[src/rtl/sys_ctrl_if.sv]
// Signal bundle between sys_ctrl and its host: command/response, time, sync and fault lines.
interface sys_ctrl_if #(
   parameter int CMD_BITS = 8,
   parameter int NFAULT   = 8
);
   logic [31:0]         systime;
   logic [31:0]         arg_data;
   logic                arg_advance;
   logic [CMD_BITS-1:0] cmd;
   logic                cmd_ready;
   logic                cmd_done;
   logic [31:0]         param_data;
   logic                param_write;
   logic                invol_req;
   logic                invol_grant;
   logic [63:0]         time_in;
   logic [63:0]         time_out;
   logic                time_out_en;
   logic                timesync_latch_in;
   logic [NFAULT-1:0]   fault;
   logic                shutdown;

   modport slave (
      input  systime, arg_data, cmd, cmd_ready, invol_grant, time_in,
             timesync_latch_in, fault,
      output arg_advance, cmd_done, param_data, param_write, invol_req,
             time_out, time_out_en, shutdown
   );

   modport master (
      output systime, arg_data, cmd, cmd_ready, invol_grant, time_in,
             timesync_latch_in, fault,
      input  arg_advance, cmd_done, param_data, param_write, invol_req,
             time_out, time_out_en, shutdown
   );
endinterface

[src/rtl/sys_ctrl.sv]
// System controller: command decoder, time sync, fault/watchdog supervision with involuntary
// shutdown reports. All outputs are registered; each FSM state emits the next response word.
module sys_ctrl #(
   parameter int                  CMD_BITS        = 8,
   parameter logic [CMD_BITS-1:0] CMD_GET_VERSION = CMD_BITS'(0),
   parameter logic [CMD_BITS-1:0] CMD_SYNC_TIME   = CMD_BITS'(1),
   parameter logic [CMD_BITS-1:0] CMD_GET_TIME    = CMD_BITS'(2),
   parameter logic [CMD_BITS-1:0] CMD_SHUTDOWN    = CMD_BITS'(3),
   parameter logic [CMD_BITS-1:0] CMD_CLEAR       = CMD_BITS'(4),
   parameter logic [CMD_BITS-1:0] CMD_SET_MASK    = CMD_BITS'(5),
   parameter logic [CMD_BITS-1:0] CMD_WATCHDOG    = CMD_BITS'(6),
   parameter logic [31:0]         RSP_GET_VERSION = 32'd0,
   parameter logic [31:0]         RSP_GET_TIME    = 32'd1,
   parameter logic [31:0]         RSP_SHUTDOWN    = 32'd2,
   parameter logic [31:0]         VERSION         = 32'd0,
   parameter int                  NFAULT          = 8,
   parameter bit                  LATCH_EDGE      = 1'b0,
   parameter int unsigned         SYNC_OFFSET     = 4
) (
   input logic       clk,
   input logic       rst_n,
   sys_ctrl_if.slave bus
);
   localparam logic [3:0] S_IDLE  = 4'd0;
   localparam logic [3:0] S_VER1  = 4'd1;
   localparam logic [3:0] S_VER2  = 4'd2;
   localparam logic [3:0] S_VER3  = 4'd3;
   localparam logic [3:0] S_SYNC1 = 4'd4;
   localparam logic [3:0] S_TIME1 = 4'd5;
   localparam logic [3:0] S_TIME2 = 4'd6;
   localparam logic [3:0] S_WAITG = 4'd7;
   localparam logic [3:0] S_SD1   = 4'd8;
   localparam logic [3:0] S_SD2   = 4'd9;

   localparam logic [7:0] NFAULT_B = 8'(NFAULT);

   logic [3:0]        r_state;
   logic [2:0]        r_sync;
   logic [63:0]       r_latched_time;
   logic [31:0]       r_arg_lo;
   logic [31:0]       r_time_hi;
   logic [NFAULT-1:0] r_fault_mask;
   logic [NFAULT-1:0] r_fault_latch;
   logic [31:0]       r_wdt_reload;
   logic [31:0]       r_wdt_cnt;
   logic              r_wdt_expired;
   logic              r_cmd_done;
   logic [31:0]       r_param_data;
   logic              r_param_write;
   logic              r_invol_req;
   logic [63:0]       r_time_out;
   logic              r_time_out_en;
   logic              r_shutdown;

   logic              w_accept;
   logic              w_clear;
   logic              w_set_mask;
   logic              w_wdt_cmd;
   logic              w_wdt_hit;
   logic              w_sync_edge;
   logic [23:0]       w_mask24;
   logic [23:0]       w_latch24;

   assign w_accept    = (r_state == S_IDLE) && bus.cmd_ready;
   assign w_clear     = w_accept && (bus.cmd == CMD_CLEAR);
   assign w_set_mask  = w_accept && (bus.cmd == CMD_SET_MASK);
   assign w_wdt_cmd   = w_accept && (bus.cmd == CMD_WATCHDOG);
   assign w_wdt_hit   = !w_accept && (r_wdt_reload != '0) && (r_wdt_cnt == 32'd1);
   assign w_sync_edge = LATCH_EDGE ? (r_sync[1] && !r_sync[2]) : (!r_sync[1] && r_sync[2]);
   assign w_mask24    = 24'(r_fault_mask);
   assign w_latch24   = 24'(r_fault_latch);

   // r_sync[1:0] is the synchroniser, r_sync[2] the previous synchronised value for edge detect.
   // NOTE: every clocked block uses <= so all registers update from pre-edge values.
   always_ff @(posedge clk or negedge rst_n) begin
      if (!rst_n) begin
         r_sync         <= '0;
         r_latched_time <= '0;
      end else begin
         r_sync <= {r_sync[1:0], bus.timesync_latch_in};
         if (w_sync_edge) r_latched_time <= bus.time_in;
      end
   end

   always_ff @(posedge clk or negedge rst_n) begin
      if (!rst_n) begin
         r_fault_mask  <= '1;
         r_fault_latch <= '0;
      end else begin
         if (w_set_mask) r_fault_mask <= bus.arg_data[NFAULT-1:0];
         if (w_clear)          r_fault_latch <= '0;
         else if (!r_shutdown) r_fault_latch <= r_fault_latch | (bus.fault & r_fault_mask);
      end
   end

   always_ff @(posedge clk or negedge rst_n) begin
      if (!rst_n) begin
         r_wdt_reload  <= '0;
         r_wdt_cnt     <= '0;
         r_wdt_expired <= 1'b0;
      end else begin
         if (w_accept) begin
            r_wdt_cnt <= w_wdt_cmd ? bus.arg_data : r_wdt_reload;
            if (w_wdt_cmd) r_wdt_reload <= bus.arg_data;
         end else if ((r_wdt_reload != '0) && (r_wdt_cnt != '0)) begin
            r_wdt_cnt <= r_wdt_cnt - 32'd1;
         end
         if (w_clear)        r_wdt_expired <= 1'b0;
         else if (w_wdt_hit) r_wdt_expired <= 1'b1;
      end
   end

   always_ff @(posedge clk or negedge rst_n) begin
      if (!rst_n) begin
         r_state       <= S_IDLE;
         r_arg_lo      <= '0;
         r_time_hi     <= '0;
         r_cmd_done    <= 1'b0;
         r_param_data  <= '0;
         r_param_write <= 1'b0;
         r_invol_req   <= 1'b0;
         r_time_out    <= '0;
         r_time_out_en <= 1'b0;
         r_shutdown    <= 1'b0;
      end else begin
         r_cmd_done    <= 1'b0;
         r_time_out_en <= 1'b0;
         case (r_state)
            S_IDLE: begin
               r_param_write <= 1'b0;
               r_param_data  <= '0;
               if (bus.cmd_ready) begin
                  case (bus.cmd)
                     CMD_GET_VERSION: begin
                        r_param_data  <= VERSION;
                        r_param_write <= 1'b1;
                        r_state       <= S_VER1;
                     end
                     CMD_SYNC_TIME: begin
                        r_arg_lo <= bus.arg_data;
                        r_state  <= S_SYNC1;
                     end
                     CMD_GET_TIME: begin
                        r_param_data  <= bus.time_in[31:0];
                        r_time_hi     <= bus.time_in[63:32];
                        r_param_write <= 1'b1;
                        r_state       <= S_TIME1;
                     end
                     CMD_SHUTDOWN: begin
                        r_shutdown <= 1'b1;
                        r_cmd_done <= 1'b1;
                     end
                     CMD_CLEAR: begin
                        r_shutdown <= 1'b0;
                        r_cmd_done <= 1'b1;
                     end
                     default: r_cmd_done <= 1'b1;
                  endcase
               end else if (!r_shutdown && ((|r_fault_latch) || r_wdt_expired)) begin
                  r_invol_req <= 1'b1;
                  r_state     <= S_WAITG;
               end
            end
            S_VER1: begin
               r_param_data <= {8'd0, NFAULT_B, 16'd0};
               r_state      <= S_VER2;
            end
            S_VER2: begin
               r_param_data <= {8'd0, w_mask24};
               r_state      <= S_VER3;
            end
            S_VER3: begin
               r_param_write <= 1'b0;
               r_param_data  <= RSP_GET_VERSION;
               r_cmd_done    <= 1'b1;
               r_state       <= S_IDLE;
            end
            S_SYNC1: begin
               // arg_data now carries the high argument word.
               r_time_out    <= bus.time_in - r_latched_time + {bus.arg_data, r_arg_lo}
                                + 64'(SYNC_OFFSET);
               r_time_out_en <= 1'b1;
               r_cmd_done    <= 1'b1;
               r_state       <= S_IDLE;
            end
            S_TIME1: begin
               r_param_data <= r_time_hi;
               r_state      <= S_TIME2;
            end
            S_TIME2: begin
               r_param_write <= 1'b0;
               r_param_data  <= RSP_GET_TIME;
               r_cmd_done    <= 1'b1;
               r_state       <= S_IDLE;
            end
            S_WAITG: begin
               if (bus.invol_grant) begin
                  r_invol_req   <= 1'b0;
                  r_param_data  <= {r_wdt_expired, 7'd0, w_latch24};
                  r_param_write <= 1'b1;
                  r_state       <= S_SD1;
               end
            end
            S_SD1: begin
               r_param_data <= bus.systime;
               r_state      <= S_SD2;
            end
            S_SD2: begin
               r_param_write <= 1'b0;
               r_param_data  <= RSP_SHUTDOWN;
               r_cmd_done    <= 1'b1;
               r_shutdown    <= 1'b1;
               r_state       <= S_IDLE;
            end
            default: r_state <= S_IDLE;
         endcase
      end
   end

   assign bus.arg_advance = 1'b1;
   assign bus.cmd_done    = r_cmd_done;
   assign bus.param_data  = r_param_data;
   assign bus.param_write = r_param_write;
   assign bus.invol_req   = r_invol_req;
   assign bus.time_out    = r_time_out;
   assign bus.time_out_en = r_time_out_en;
   assign bus.shutdown    = r_shutdown;
endmodule

[src/flat_wrapper.sv]
// flat-port wrapper written by rule: the top's interface ports become plain ports
module sys_ctrl_flat 
#(
   parameter int                  CMD_BITS        = 8,
   parameter logic [CMD_BITS-1:0] CMD_GET_VERSION = CMD_BITS'(0),
   parameter logic [CMD_BITS-1:0] CMD_SYNC_TIME   = CMD_BITS'(1),
   parameter logic [CMD_BITS-1:0] CMD_GET_TIME    = CMD_BITS'(2),
   parameter logic [CMD_BITS-1:0] CMD_SHUTDOWN    = CMD_BITS'(3),
   parameter logic [CMD_BITS-1:0] CMD_CLEAR       = CMD_BITS'(4),
   parameter logic [CMD_BITS-1:0] CMD_SET_MASK    = CMD_BITS'(5),
   parameter logic [CMD_BITS-1:0] CMD_WATCHDOG    = CMD_BITS'(6),
   parameter logic [31:0]         RSP_GET_VERSION = 32'd0,
   parameter logic [31:0]         RSP_GET_TIME    = 32'd1,
   parameter logic [31:0]         RSP_SHUTDOWN    = 32'd2,
   parameter logic [31:0]         VERSION         = 32'd0,
   parameter int                  NFAULT          = 8,
   parameter bit                  LATCH_EDGE      = 1'b0,
   parameter int unsigned         SYNC_OFFSET     = 4
)
  (clk, rst_n, bus_systime, bus_arg_data, bus_cmd, bus_cmd_ready, bus_invol_grant, bus_time_in, bus_timesync_latch_in, bus_fault, bus_arg_advance, bus_cmd_done, bus_param_data, bus_param_write, bus_invol_req, bus_time_out, bus_time_out_en, bus_shutdown);
  sys_ctrl_if #(.CMD_BITS(CMD_BITS), .NFAULT(NFAULT)) bus_i ();
  input logic clk;
  input logic rst_n;
  input wire logic [$bits(bus_i.systime)-1:0] bus_systime;
  input wire logic [$bits(bus_i.arg_data)-1:0] bus_arg_data;
  input wire logic [$bits(bus_i.cmd)-1:0] bus_cmd;
  input wire logic [$bits(bus_i.cmd_ready)-1:0] bus_cmd_ready;
  input wire logic [$bits(bus_i.invol_grant)-1:0] bus_invol_grant;
  input wire logic [$bits(bus_i.time_in)-1:0] bus_time_in;
  input wire logic [$bits(bus_i.timesync_latch_in)-1:0] bus_timesync_latch_in;
  input wire logic [$bits(bus_i.fault)-1:0] bus_fault;
  output wire logic [$bits(bus_i.arg_advance)-1:0] bus_arg_advance;
  output wire logic [$bits(bus_i.cmd_done)-1:0] bus_cmd_done;
  output wire logic [$bits(bus_i.param_data)-1:0] bus_param_data;
  output wire logic [$bits(bus_i.param_write)-1:0] bus_param_write;
  output wire logic [$bits(bus_i.invol_req)-1:0] bus_invol_req;
  output wire logic [$bits(bus_i.time_out)-1:0] bus_time_out;
  output wire logic [$bits(bus_i.time_out_en)-1:0] bus_time_out_en;
  output wire logic [$bits(bus_i.shutdown)-1:0] bus_shutdown;
  assign bus_i.systime = bus_systime;
  assign bus_i.arg_data = bus_arg_data;
  assign bus_i.cmd = bus_cmd;
  assign bus_i.cmd_ready = bus_cmd_ready;
  assign bus_i.invol_grant = bus_invol_grant;
  assign bus_i.time_in = bus_time_in;
  assign bus_i.timesync_latch_in = bus_timesync_latch_in;
  assign bus_i.fault = bus_fault;
  assign bus_arg_advance = bus_i.arg_advance;
  assign bus_cmd_done = bus_i.cmd_done;
  assign bus_param_data = bus_i.param_data;
  assign bus_param_write = bus_i.param_write;
  assign bus_invol_req = bus_i.invol_req;
  assign bus_time_out = bus_i.time_out;
  assign bus_time_out_en = bus_i.time_out_en;
  assign bus_shutdown = bus_i.shutdown;
  sys_ctrl #(.CMD_BITS(CMD_BITS), .CMD_GET_VERSION(CMD_GET_VERSION), .CMD_SYNC_TIME(CMD_SYNC_TIME), .CMD_GET_TIME(CMD_GET_TIME), .CMD_SHUTDOWN(CMD_SHUTDOWN), .CMD_CLEAR(CMD_CLEAR), .CMD_SET_MASK(CMD_SET_MASK), .CMD_WATCHDOG(CMD_WATCHDOG), .RSP_GET_VERSION(RSP_GET_VERSION), .RSP_GET_TIME(RSP_GET_TIME), .RSP_SHUTDOWN(RSP_SHUTDOWN), .VERSION(VERSION), .NFAULT(NFAULT), .LATCH_EDGE(LATCH_EDGE), .SYNC_OFFSET(SYNC_OFFSET)) u_core (.clk(clk), .rst_n(rst_n), .bus(bus_i));
endmodule
[config.mk]
export PLATFORM = sky130hd
export DESIGN_NAME = sys_ctrl_flat
export DESIGN_NICKNAME = d
export VERILOG_FILES = /design/src/rtl/sys_ctrl_if.sv /design/src/rtl/sys_ctrl.sv /design/src/flat_wrapper.sv
export SDC_FILE = /design/constraint.sdc
export NUM_CORES = 1
export LEC_CHECK = 0
export CORE_MARGIN = 1
export CORE_UTILIZATION = 60
export CTS_BUF_LIST = sky130_fd_sc_hd__clkbuf_8
export CTS_CLUSTER_DIAMETER = 40
export DETAILED_ROUTE_END_ITERATION = 7
export GPL_TIMING_DRIVEN = 0
export HOLD_SLACK_MARGIN = 0.03
export PLACE_DENSITY = 0.9
export SLEW_MARGIN = 20
export SYNTH_ARGS = -nofsm -noshare
export SYNTH_HDL_FRONTEND = slang
export SYNTH_SLANG_ARGS = --single-unit
[constraint.sdc]
create_clock -name clk -period 11.8 [get_ports clk]
set_input_delay 2.36 -clock clk [delete_from_list [all_inputs] [get_ports clk]]
set_output_delay 2.36 -clock clk [all_outputs]
set_load 0.02 [all_outputs]
Word-level counts from Yosys, hierarchy flattened
Index checks and enable logic that the tools add are counted.
{ "totals": {"ff_bits": 317, "in_bits": 149, "output_inout_bits": 102, "wordCells": 113} }
{ "op_classes": {"add_sub_neg": 4, "eq_ne": 24, "muxes": 31, "bitwise": 2, "n_reduce_logical": 35} }
{ "ops": {"columns": ["operator", "count"], "rows": [
  ["$pmux W32 S9", 1],
  ["$mux W32", 6],
  ["$add A64 B3 Y64 const B", 1],
  ["$add A64 B64 Y64", 1],
  ["$reduce_bool A32 Y1", 2],
  ["$sub A64 B64 Y64", 1],
  ["$eq A32 B1 Y1 const B", 1],
  ["$sub A32 B1 Y32 const B", 1],
  ["$eq A8 B3 Y1 const B", 3],
  ["$pmux W4 S6", 1],
  ["$eq A4 B3 Y1 const B", 4],
  ["$eq A8 B2 Y1 const B", 2],
  ["$mux W8", 2],
  ["$mux W1", 12],
  ["$mux W4", 3],
  ["$pmux W4 S3", 1],
  ["$reduce_and A3 Y1", 4],
  ["$ne A2 B2 Y1 const B", 5],
  ["$logic_and A1 B1 Y1", 9],
  ["$reduce_bool A9 Y1", 1],
  ["$and A8 B8 Y8", 1],
  ["$eq A4 B2 Y1 const B", 2],
  ["$eq A4 B4 Y1 const B", 2],
  ["$eq A8 B1 Y1 const B", 1],
  ["18 further kinds", 29]
]} }

Depth between registers and ports, before layout
{ "logic_depth": {"word_depth": 7, "mapped_depth": 17} }

Worst setup path after synthesis
Ideal clock, no wire load.
{ "synth_path": {"path_type": "input-to-reg", "from": "input port bus_time_in[14]", "to": "register u_core.r_time_out[56], in the netlist u_core.bus.time_out[56]", "setup_time_ns": 0.150, "arrival_time_ns": 5.678, "setup_slack_ns": 5.972, "stages": 13, "n_path_buf": 1, "path_cell_list": "fa_1 -> ha_1 -> ha_1 -> clkbuf_1 -> nand4_1 -> nor4b_1 -> o41a_1 -> o21a_1 -> o21ai_0 -> o31a_1 -> nor4_1 -> mux2i_1 -> o311ai_0"} }
{ "synth_between": {"elab_chain_cells": 3} }
{ "synth_rtl": {"columns": ["element", "line", "source"], "rows": [
  ["start: declaration", "flat_wrapper.sv:29", "input wire logic [$bits(bus_i.time_in)-1:0] bus_time_in;"],
  ["$sub A64 B64 Y64", "sys_ctrl.sv:180", "r_time_out <= bus.time_in - r_latched_time + {bus.arg_data, r_arg_lo}"],
  ["$add A64 B64 Y64", "sys_ctrl.sv:180", null],
  ["$add A64 B3 Y64", "sys_ctrl.sv:181", "+ 64'(SYNC_OFFSET);"],
  ["end signal: assignment", "sys_ctrl.sv:180", null],
  ["end: declaration", "sys_ctrl.sv:51", "logic [63:0] r_time_out;"]
]} }
No other way between the ends.
A chain may end at the register's enable or synchronous reset.

Worst setup path after layout
{ "layout_path": {"from": "input port bus_time_in[1]", "to": "register u_core.r_time_out[59], in the netlist u_core.bus.time_out[59]"} }
The elaborated chain is that of the path after synthesis.

==> metrics.cfg <==
[run_status]
outcome=finished with violations
violations=DRC

[sta]
setup_viol=0
slew_headroom=0.254
rsz0062_at_grt=false
worstMarginPinSlew_ns=1.12
max_freq_mhz=145
final.min_clock_period_ns=6.91
post-route-period-util=0.585
clock_skew_ns=0.0278
finalHoldViolCount=0
finalMaxSlewViolations=0
fin_ws_ns=4.89

[power_and_ir_drop]
intPower_w=0.00278
pwr-share-clk=0.223
p_per_area_nw_per_um2=207
finalPower_w=0.00487
p_leak_nw=10.9
p_switching_w=0.00209
p_comb_frac=0.475
seq_power_share=0.303
p_sw_frac=0.429
vdd_drop_max_v=0.000200

[clock_network]
cts_tree=yes
cts_setup_buffers=0
cts_root_buf=clkbuf_8
htreeDepth=2
cts_buffer_depth=3
numClockSinks=317
worstSkewPairLatency_ns=0.66
clk_pin_slew_ns=0.07
ctsHoldBuffers=0
numCtsBuffers=56
cts_resized=0

[synth]
netlist_instances=1996
seq_area_frac_synth=0.414
synth_area_um2=19200
synth_edf_count=0
synth_ff_type=dfrtp_1
synth_area_per_cell_um2=9.62
yosys.area.top_type_share=0.403
yosysTopAreaCell=dfrtp_1
synth-seq-cells=317
synth_cell_types=72
syn-num-nets=2336
ys_warn_count=0
async_flop_share=1.00
synthTopCellsByArea=dfrtp_1, ha_1, fa_1, o21ai_0, nand2_1

[die]
fp-row-count=65
die_area_um2=32700
num_io_pins=251
core_area_um2=31500
die_w_um=181
die_h_um=181
initial_core_util=0.610

[final_layout]
utilization=0.745
fin_area_um2=23500
drive_gt1_frac=0.0917
area_growth_syn_to_layout_pct=22.2
final_cells=2749
nNetsFinal=2646

[global_route]
grt_pass1_vias=17800
overflow=0
antenna_found_initial=4
grt_pass1_wl_mm=103
grt_max_degree=97
grt_use_total=0.420

[setup_path]
cp_max_fo=5
cp_num_buf_inv=2
slowest_stage=o31ai_1
cp_slowest_stage_delay_ns=0.90
cp_cell_sequence=clkdlybuf4s50_1, fa_1, fa_1, inv_1, fa_1, nor2b_1, o2111ai_1, a21oi_1, o21ai_0, nand2_1, o31ai_1, o31ai_1, a21bo_2, xnor2_1, o21ai_0
endpoint_kind=flop
cp_common_cell=fa_1
cp-start-kind=input pin
crit_arrival_ns=7.39
criticalPathCategory=input pin to flop
critPathTopFamily=compound AO/OA/AOI/OAI gates
worstPathRequired_ns=12.29

[flow_run]
max-cap-violations=0

[place]
dpl_cell_area_um2=22300
place_ws_ns=4.46
place_inst=2650
place.gp.congestion=1.13
numPortBuffers=249
hpwl_mm=51.7

[route]
routedWlPerCell_um=24.9
wl_mm=68.3
drc=2
ant_nets=0
dr.pass1.iters=8
viasPerCell=6.39
vias=17600
drt_iter0_markers=1966

[worst_hold_path]
hold_class=flop to flop

## logic make-up after synthesis
family                     count (synthesis)  synth area share
and+or+nand+nor                          553             0.132
AOI/OAI and AO/OA                        506             0.161
DFF                                      317             0.414
buffers and inverters                    246            0.0484
adders and majority gates                191             0.149
muxes                                     98            0.0572
xor gates and xnor gates                  84            0.0383
other                                      1          0.000195
## layout by cell type, fill, tap and decap left out, types with 6 or more instances in the layout
| cell type | n |
|---|---|
| nand2_1 | 292 |
| dfstp_2 | 8 |
| ha_1 | 128 |
| clkbuf_1 | 98 |
| nor2b_1 | 9 |
| nor4_1 | 18 |
| o21bai_1 | 17 |
| xor2_1 | 31 |
| fa_1 | 63 |
| nand4_1 | 28 |
| o31ai_1 | 11 |
| nand3_1 | 24 |
| a222oi_1 | 30 |
| inv_1 | 151 |
| a21oi_1 | 96 |
| nand2b_1 | 11 |
| nor2_1 | 89 |
| a31oi_1 | 21 |
| clkbuf_8 | 68 |
| xnor2_1 | 53 |
| and2_1 | 6 |
| or3_1 | 8 |
| o21ai_0 | 225 |
| a211oi_1 | 6 |
| a21o_1 | 44 |
| clkdlybuf4s50_1 | 248 |
| dfrtp_1 | 309 |
| and3_1 | 10 |
| nor3_1 | 27 |
| mux2_2 | 94 |
| clkinv_2 | 7 |
## metal layers
layer  wire (µm)  vias to the layer above  track usage
li1            -                     7616            -
met1       25600                     8522        0.529
met2       31600                     1134        0.669
met5          33                        -            0
met3        6900                      289       0.0941
met4        4200                        6        0.249
## layout make-up
type / count / area, µm²
diodes: 2 / 5.00
plain buffers: 105 / 399
clock buffers: 68 / 936
clock inverters: 29 / 233
fillers: 2106 / 8010
inverters: 141 / 529
multi-input cells: 1433 / 10300
flip-flops and latches: 317 / 7940
well taps: 402 / 503
repair buffers: 252 / 2580
## power by group through the flow
| stage | Sequential, W | Clock [W] | Combinational, W |
|---|---|---|---|
| 2_1_floorplan | 0.00159 | 0 | 0.00124 |
| 3_3_place_gp | 0.00147 | 0 | 0.00217 |
| 3_5_place_dp | 0.00148 | 0 | 0.00223 |
| 4_1_cts | 0.00147 | 0.00109 | 0.00227 |
| 5_1_grt | 0.00149 | 0.00113 | 0.00248 |
| 6_report | 0.00147 | 0.00109 | 0.00231 |
## sequential cells by signal, summed over array words and instances, names as in the netlist, 3 cells and up
register and count:
u_core.bus.time_out 64, u_core.r_latched_time 64, u_core.bus.param_data 32, u_core.r_arg_lo 32, u_core.r_time_hi 32, u_core.r_wdt_cnt 32
u_core.r_wdt_reload 32, u_core.r_fault_latch 8, u_core.r_fault_mask 8, u_core.r_state 4, u_core.r_sync 3
## final timing paths
check / from / endpoint / slack (ns) / cells after the start
worst max register to register: u_core.r_arg_lo[1] / u_core.bus.time_out[59] / 6.81 / 14
worst min-delay path: u_core.r_sync[0] / u_core.r_sync[1] / 0.37 / 0
max in group asynchronous: rst_n / u_core.r_wdt_reload[6] / 8.57 / 4
worst max-delay path: bus_time_in[1] / u_core.bus.time_out[59] / 4.89 / 15
min in group asynchronous: rst_n / u_core.bus.time_out_en / 1.59 / 1
worst min register to register: u_core.r_sync[0] / u_core.r_sync[1] / 0.37 / 0
## metrics by stage
step	hold slack, ns	TNS [ns]
CTS	0.370	0
finish	0.371	0
detailed placement	0.358	0
global placement	0.337	-1519.85
global route	0.379	0
floorplan	0.331	0
## Yosys cell counts (all sizes together) (30+ instances only)
master and n:
mux2 94, clkbuf 98, dfrtp 309, fa 63, a222oi 30, ha 128
nor2 89, nand2 292, inv 140, o21ai 230, a21o 44, xnor2 53
a21oi 97, xor2 31
Note: power is estimated with default switching activity, not from simulation.
